[config.mk]
export PLATFORM = sky130hd
export DESIGN_NAME = mem_reg_file
export DESIGN_NICKNAME = d
export VERILOG_FILES = /design/src/rtl/mem_reg_file.sv
export SDC_FILE = /design/constraint.sdc
export NUM_CORES = 2
export LEC_CHECK = 0
export ABC_AREA = 1
export CAP_MARGIN = 10
export CORE_ASPECT_RATIO = 1.5
export CORE_MARGIN = 2
export CORE_UTILIZATION = 50
export CTS_CLUSTER_SIZE = 14
export DETAILED_ROUTE_END_ITERATION = 16
export PLACE_DENSITY = 0.67
export SLEW_MARGIN = 30
export SYNTH_ARGS = -nofsm -noshare
export SYNTH_HDL_FRONTEND = slang
export SYNTH_SLANG_ARGS = --single-unit
[constraint.sdc]
create_clock -name iclk -period 4.1 [get_ports iclk]
set_clock_uncertainty 0.05 [all_clocks]
set_input_delay 0.615 -clock iclk [delete_from_list [all_inputs] [get_ports iclk]]
set_output_delay 0.615 -clock iclk [all_outputs]
set_load 0.1 [all_outputs]
[src/rtl/mem_reg_file.sv]
// mem_reg_file: byte-enabled register file with a self-clearing start-up sequence.
// After reset, every entry is written with pCLR_VALUE, one entry per clock, while or_busy is high.
// Reads take one cycle by default. Defining MEM_REG_FILE_OUT_REG_EN adds an output register,
// which makes the read latency two cycles.
module mem_reg_file #(
    parameter int                     pDATA_WIDTH = 32,
    parameter int                     pDEPTH_RAM  = 64,
    parameter logic [pDATA_WIDTH-1:0] pCLR_VALUE  = '0
) (
    input  logic                          iclk,
    input  logic                          irst,
    input  logic                          iwr_en,
    input  logic [$clog2(pDEPTH_RAM)-1:0] iw_addr,
    input  logic [pDATA_WIDTH-1:0]        iw_reg_data,
    input  logic [pDATA_WIDTH/8-1:0]      iw_be,
    input  logic                          ird_en,
    input  logic [$clog2(pDEPTH_RAM)-1:0] ir_addr,
    output logic [pDATA_WIDTH-1:0]        or_data,
    output logic                          or_valid,
    output logic                          or_busy
);

    localparam int             AW        = $clog2(pDEPTH_RAM);
    localparam int             NB        = pDATA_WIDTH / 8;
    localparam logic [AW:0]    DEPTH_V   = (AW + 1)'(pDEPTH_RAM);
    localparam logic [AW-1:0]  LAST_ADDR = AW'(pDEPTH_RAM - 1);

    typedef enum logic {
        ST_CLEAR,
        ST_READY
    } state_t;

    state_t                  state;
    state_t                  state_next;
    logic [AW-1:0]           clr_cnt;
    logic [AW-1:0]           clr_cnt_next;
    logic                    clr_fire;
    logic                    wr_fire;
    logic                    rd_fire;

    logic [pDATA_WIDTH-1:0]  mem [pDEPTH_RAM];

    logic [pDATA_WIDTH-1:0]  data_p0;
    logic                    vld_p0;

    // Addresses past the last entry are decoded but never touch the array.
    function automatic logic in_range(input logic [AW-1:0] addr);
        return {1'b0, addr} < DEPTH_V;
    endfunction

    // State register and clear counter; reset always restarts the clear from entry 0.
    always_ff @(posedge iclk) begin
        if (irst) begin
            state   <= ST_CLEAR;
            clr_cnt <= '0;
        end else begin
            state   <= state_next;
            clr_cnt <= clr_cnt_next;
        end
    end

    // Next-state logic and per-cycle strobes; user requests are accepted only in READY.
    always_comb begin
        state_next   = state;
        clr_cnt_next = clr_cnt;
        clr_fire     = 1'b0;
        wr_fire      = 1'b0;
        rd_fire      = 1'b0;
        or_busy      = 1'b0;
        case (state)
            ST_CLEAR: begin
                or_busy      = 1'b1;
                clr_fire     = !irst;
                clr_cnt_next = clr_cnt + 1'b1;
                if (clr_cnt == LAST_ADDR) begin
                    state_next   = ST_READY;
                    clr_cnt_next = '0;
                end
            end
            ST_READY: begin
                wr_fire = iwr_en && !irst && in_range(iw_addr);
                rd_fire = ird_en && !irst;
            end
            default: begin
                state_next = ST_CLEAR;
            end
        endcase
    end

    // Array write port: the clear sequence has priority, otherwise byte-lane masked user writes.
    always_ff @(posedge iclk) begin
        if (clr_fire) begin
            mem[clr_cnt] <= pCLR_VALUE;
        end else if (wr_fire) begin
            for (int k = 0; k < NB; k++) begin
                if (iw_be[k]) begin
                    mem[iw_addr][8*k +: 8] <= iw_reg_data[8*k +: 8];
                end
            end
        end
    end

    // Read stage p0: array lookup (old contents on a same-cycle write), data holds when idle.
    always_ff @(posedge iclk) begin
        if (irst) begin
            data_p0 <= '0;
            vld_p0  <= 1'b0;
        end else begin
            vld_p0 <= rd_fire;
            if (rd_fire) begin
                data_p0 <= in_range(ir_addr) ? mem[ir_addr] : '0;
            end
        end
    end

`ifdef MEM_REG_FILE_OUT_REG_EN
    logic [pDATA_WIDTH-1:0]  data_p1;
    logic                    vld_p1;

    // Read stage p1: optional output register, flushed by reset together with p0.
    always_ff @(posedge iclk) begin
        if (irst) begin
            data_p1 <= '0;
            vld_p1  <= 1'b0;
        end else begin
            vld_p1 <= vld_p0;
            if (vld_p0) begin
                data_p1 <= data_p0;
            end
        end
    end

    assign or_data  = data_p1;
    assign or_valid = vld_p1;
`else
    assign or_data  = data_p0;
    assign or_valid = vld_p0;
`endif

endmodule

# Word level (Yosys, flattened, before mapping)
# Memories as Yosys holds them, arrays and structs flattened. A register that Yosys moved wholly into a read port is not among the register bits.
# Index checks and enable logic that the tools add are counted.
op_classes:
  mux: 28
  addsub: 1
  eq_ne: 1
  reduce_logical: 4
op_table:
  columns: ["operator", "count"]
  rows:
  - ["$mux W32", 1]
  - ["$reduce_or A32 Y1", 1]
  - ["$mux W1", 24]
  - ["$mux W6", 2]
  - ["$add A6 B1 Y6 const B", 1]
  - ["$eq A6 B6 Y1 const B", 1]
  - ["$mux W4", 1]
  - ["$logic_and A1 B1 Y1", 2]
  - ["$logic_not A1 Y1", 1]
word_totals:
  mem_bits_rw: 2048
  out_inout_bits: 34
  register_bits: 8
  in_bits: 52
  mem_count: 1
mem_list:
  columns: ["memory", "words", "width", "rd", "rd_ports_with_merged_regs", "write_ports", "line", "rtl"]
  rows:
  - ["mem", 64, 32, 1, 1, 1, "41", "logic [pDATA_WIDTH-1:0] mem [pDEPTH_RAM];"]

# Logic depth before layout (Yosys ltp)
depth:
  depth_word: 8
  ltp_mapped: 15

# Worst setup path after synthesis
# OpenSTA, ideal clock, no wires.
synth_path:
  path_kind: "input to register"
  from: "input irst"
  to: "memory mem[0][10] (data pin)"
  setup_ns: 0.500
  path_buffers: 2
  stages: 9
  required_time_ns: 3.550
  arrival_time_ns: 3.028
  setup_slack_ns: 0.522
  path_cell_list: "inv_2 nand2_1 nor2_2 nand2_1 nand3_2 buf_4 inv_1 clkbuf_1 nor2_1"
synth_via:
  elab_chain_cells: 8
  word_cells_on_any_way: 18
synth_rtl:
  columns: ["item", "line", "rtl"]
  rows:
  - ["start: declaration", "11", "input logic irst,"]
  - ["$logic_not A1 Y1 (*)", "73, 81", null]
  - ["$logic_and A1 B1 Y1", "81", "wr_fire = iwr_en && !irst && in_range(iw_addr);"]
  - ["$mux W1", "70", "case (state)"]
  - ["$mux W1", "94", "end else if (wr_fire) begin"]
  - ["$mux W1", "92", "if (clr_fire) begin"]
  - ["$mux W1 (not written as such)", "97", "mem[iw_addr][8*k +: 8] <= iw_reg_data[8*k +: 8];"]
  - ["$reduce_or A32 Y1 (no source line) (*)", null, null]
  - ["$mux W32 (no source line) (*)", null, null]
  - ["end: declaration", "41", null]
# Mark *: on every way between the ends. The rest lies on a longest branch, timed or not.

# Final worst setup path
layout_path:
  from: "register state"
  to: "memory mem[10][19] (enable)"
layout_via:
  elab_chain_cells: 6
  word_cells_on_any_way: 19
layout_rtl:
  columns: ["item", "line", "rtl"]
  rows:
  - ["start: declaration", "33", "state_t state;"]
  - ["start signal: assignment", "57", "state <= state_next;"]
  - ["$mux W1", "70", null]
  - ["$mux W1", "94", null]
  - ["$mux W1", "92", null]
  - ["$mux W1 (not written as such)", "97", null]
  - ["$reduce_or A32 Y1 (no source line)", null, null]
  - ["$mux W6 (no source line) or $mux W4 (tied branches)", null, null]
# Several ways; a longest one is shown, not always the timed one.

==> flow_summary_export.csv <==
group,metric,value,unit
die,io_pins,86,
timing,timing.fmax,0.287,GHz
power_and_ir_drop,clkPwrFrac,0.395,
synth,syn_avg_cell_area,11.3,um2
layout,drive_above_1_share,0.0947,
die,core_area,0.169,mm2
synth,synth_compound_area_frac,0.00100,
layout,nets,7797,
timing,min_period_over_period,0.851,
timing,worst_slack,612,ps
setup_path,worst_ep_arrival_time,3980,ps
power_and_ir_drop,seqPwrFrac,0.551,
route,ant_nets,0,
timing,maxSlewViolCount,0,
global_routing,track_usage,0.294,
setup_path,critical_path.slowest_cell,"nand2_1",
route,met1_length,92200,um
layout,design_area,0.0968,mm2
place,dpl_cell_area,0.0911,mm2
power_and_ir_drop,power.switching,0.00919,W
synth,synth_adder_area_share,0.000147,
timing,worst_hold_slack,372,ps
place,place_congestion,0.943,
route,via_per_inst,5.80,
power_and_ir_drop,switching_share,0.219,
global_routing,grt_max_degree,196,
synth,yosysWarnings,0,
global_routing,grt_antenna_before_repair,7,
layout,area_delta_synth_final,13.9,%
die,die-area,0.173,mm2
clock_tree,path_clk_slew,60,ps
clock_tree,clockBufferDepth,3,
power_and_ir_drop,p_per_area,434,mW/mm2
setup_path,path_max_fanout,13,
timing,setup_viol,0,
power_and_ir_drop,p_int,0.0328,W
power_and_ir_drop,ir_drop,0.441,mV
setup_path,slowest_delay,500,ps
timing,rsz0062_at_grt,"no",
place,port_buffers,85,
route,wl,256000,um
clock_tree,cts_setup_buffers,0,
timing,relSlewSlack,0.306,
setup_path,worstPathRequired,4590,ps
route,drt_iter0_drc,7458,
global_routing,grt_pass1_vias,57300,
timing,tightest_slew,1040,ps
setup_path,critPathKind,"reg2reg",
synth,synth_simple_gate_area_frac,0.241,
clock_tree,hold_buffers,0,
synth,syn-num-nets,7575,
clock_tree,htreeDepth,4,
synth,synth_top_family_by_area,"simple AND/OR/NAND/NOR gates",
synth,synth_seq_cells,2088,
synth,synth-xor-area-share,0.000103,
route,dr_total_vias,58800,
job,drv_cap,0,
clock_tree,clkLatencyLatePin,840,ps
setup_path,crit_chain,"nand2_1 -> nor2_2 -> nand2_1 -> nand3_2 -> nand2_1 -> o21ai_1 -> nand2_1 -> nor2_2 -> buf_4 -> nand2_1 -> nor2_1 -> buf_4",
setup_path,crit_top_cell,"nand2_1",
timing,hold_viol,0,
route,top_layer,"met5",
die,initial_core_util,0.502,
route,dr_wl_met3,21700,um
clock_tree,numCtsBuffers,186,
synth,synthCells,7522,
die,die_x,341,um
route,wl_met2,124000,um
route,wl_per_cell,25.3,um
synth,synth_mux_area_frac,0,
route,drc_errors,0,
clock_tree,cts_tree,"done",
power_and_ir_drop,combinationalPowerShare,0.054,
clock_tree,cts-resized-gates,0,
hold_path,hp-class,"in2reg",
place,dp_slack,-46.6,ps
clock_tree,clock_tree.root_cell,"clkbuf_16",
route,firstDrtPassIters,6,
synth,synth_area,0.0850,mm2
clock_tree,cts_sinks,2088,
die,die_h,509,um
synth,ys_seq_area_frac,0.733,
die,num_rows,185,
power_and_ir_drop,p_leak,37.5,nW
setup_path,worstSetupStartpointType,"flop",
setup_path,end_kind,"flop",
layout,post-route-util,0.572,
place,detailed_place_hpwl,165000,um
outcome,status,"complete, no violations",
global_routing,grt_overflow_total,0,
global_routing,grt_first_pass_wirelength,370000,um
timing,finalWorstPathRequiredPeriod,3490,ps
synth,synth_cell_types,23,
==> metrics by stage <==
step,power [W],cells,TNS (ps)
after floorplan,0.0249,7522,0
after global placement,0.0258,9799,-3430
after detailed placement,0.0258,9799,-1100
after CTS,0.0422,10100,0
after global routing,0.0431,10100,0
final,0.0420,10100,0
==> cell usage in the layout (no fill, tap or decap), types with 4 or more instances in the layout <==
cell type,n
bufinv_16,9
a21oi_1,4
clkinv_2,27
clkinv_1,39
clkdlybuf4s50_1,79
buf_4,368
nor2_2,11
nor2_1,258
clkbuf_1,49
o21ai_1,5
inv_1,48
nor2_4,38
inv_2,10
clkbuf_16,190
inv_6,8
nand3_1,1717
buf_12,65
nand2_1,2840
edfxtp_1,2048
dfxtp_1,40
==> cells by family (layout without fill, tap and decap cells) <==
family          count (synthesis)  in the layout
buf+inv                       547            909
flops                        2088           2088
xor+xnor                        1              1
compound gates                 15             15
fa+ha+maj                       1              1
other cells                     0              3
simple gates                 4870           4870
==> sequential cells by signal, summed over array words and instances, names as in the netlist <==
register  flops
mem        2048
or_data      32
state         1
or_valid      1
clr_cnt       6
==> power groups by stage <==
stage               Clock [W]  Combinational (W)  Sequential (W)
CTS                    0.0168            0.00224          0.0231
detailed placement          0            0.00223          0.0236
global placement            0            0.00222          0.0236
global route           0.0176            0.00242          0.0231
finish                 0.0166            0.00227          0.0231
floorplan                   0            0.00132          0.0236
==> layer usage <==
layer / vias to the layer above / global-route usage
li1: 26500 / -
met1: 28600 / 0.360
met2: 3060 / 0.489
met3: 647 / 0.0455
met4: 2 / 0.184
met5: - / 0
==> synthesized netlist by cell type (all sizes together) <==
library cell | number | area, um2
a211oi | 1 | 7.51
a21oi | 4 | 20.0
buf | 102 | 428
clkbuf | 381 | 1430
dfxtp | 40 | 801
edfxtp | 2048 | 61500
ha | 1 | 12.5
inv | 64 | 240
nand2 | 2840 | 10700
nand3 | 1719 | 8610
nand4 | 1 | 6.26
nor2 | 307 | 1220
nor3 | 3 | 15.0
o21ai | 10 | 57.6
xor2 | 1 | 8.76
==> worst paths after layout <==
| kind | start | to | slack (ps) | cells after the start |
|---|---|---|---|---|
| worst max-delay path | state$_SDFF_PP0_ | mem[10][19]$_DFFE_PP_ | 610 | 12 |
| worst min-delay path | irst | state$_SDFF_PP0_ | 370 | 2 |
| worst max register to register | state$_SDFF_PP0_ | mem[10][19]$_DFFE_PP_ | 610 | 12 |
| worst min register to register | or_data[25]$_SDFFE_PP0P_ | or_data[25]$_SDFFE_PP0P_ | 420 | 2 |
==> layout make-up <==
type / count / area (um2)
antenna: 3 / 7.51
clock buffer: 240 / 4950
clock inverter: 88 / 688
fill: 13700 / 72400
inverter: 64 / 269
multi-input combinational: 4887 / 20900
sequential: 2088 / 62300
tap: 2244 / 2810
timing repair buffer: 517 / 4930
==> critical path, delay by kind of cell (launching register included) <==
family	cells	cell delay [ps]
AND/OR/NAND/NOR	9	2100
flip-flops	1	430
buffers and inverters	2	420
AO/OA/AOI/OAI	1	170
Power figures use the tool's default switching activity.
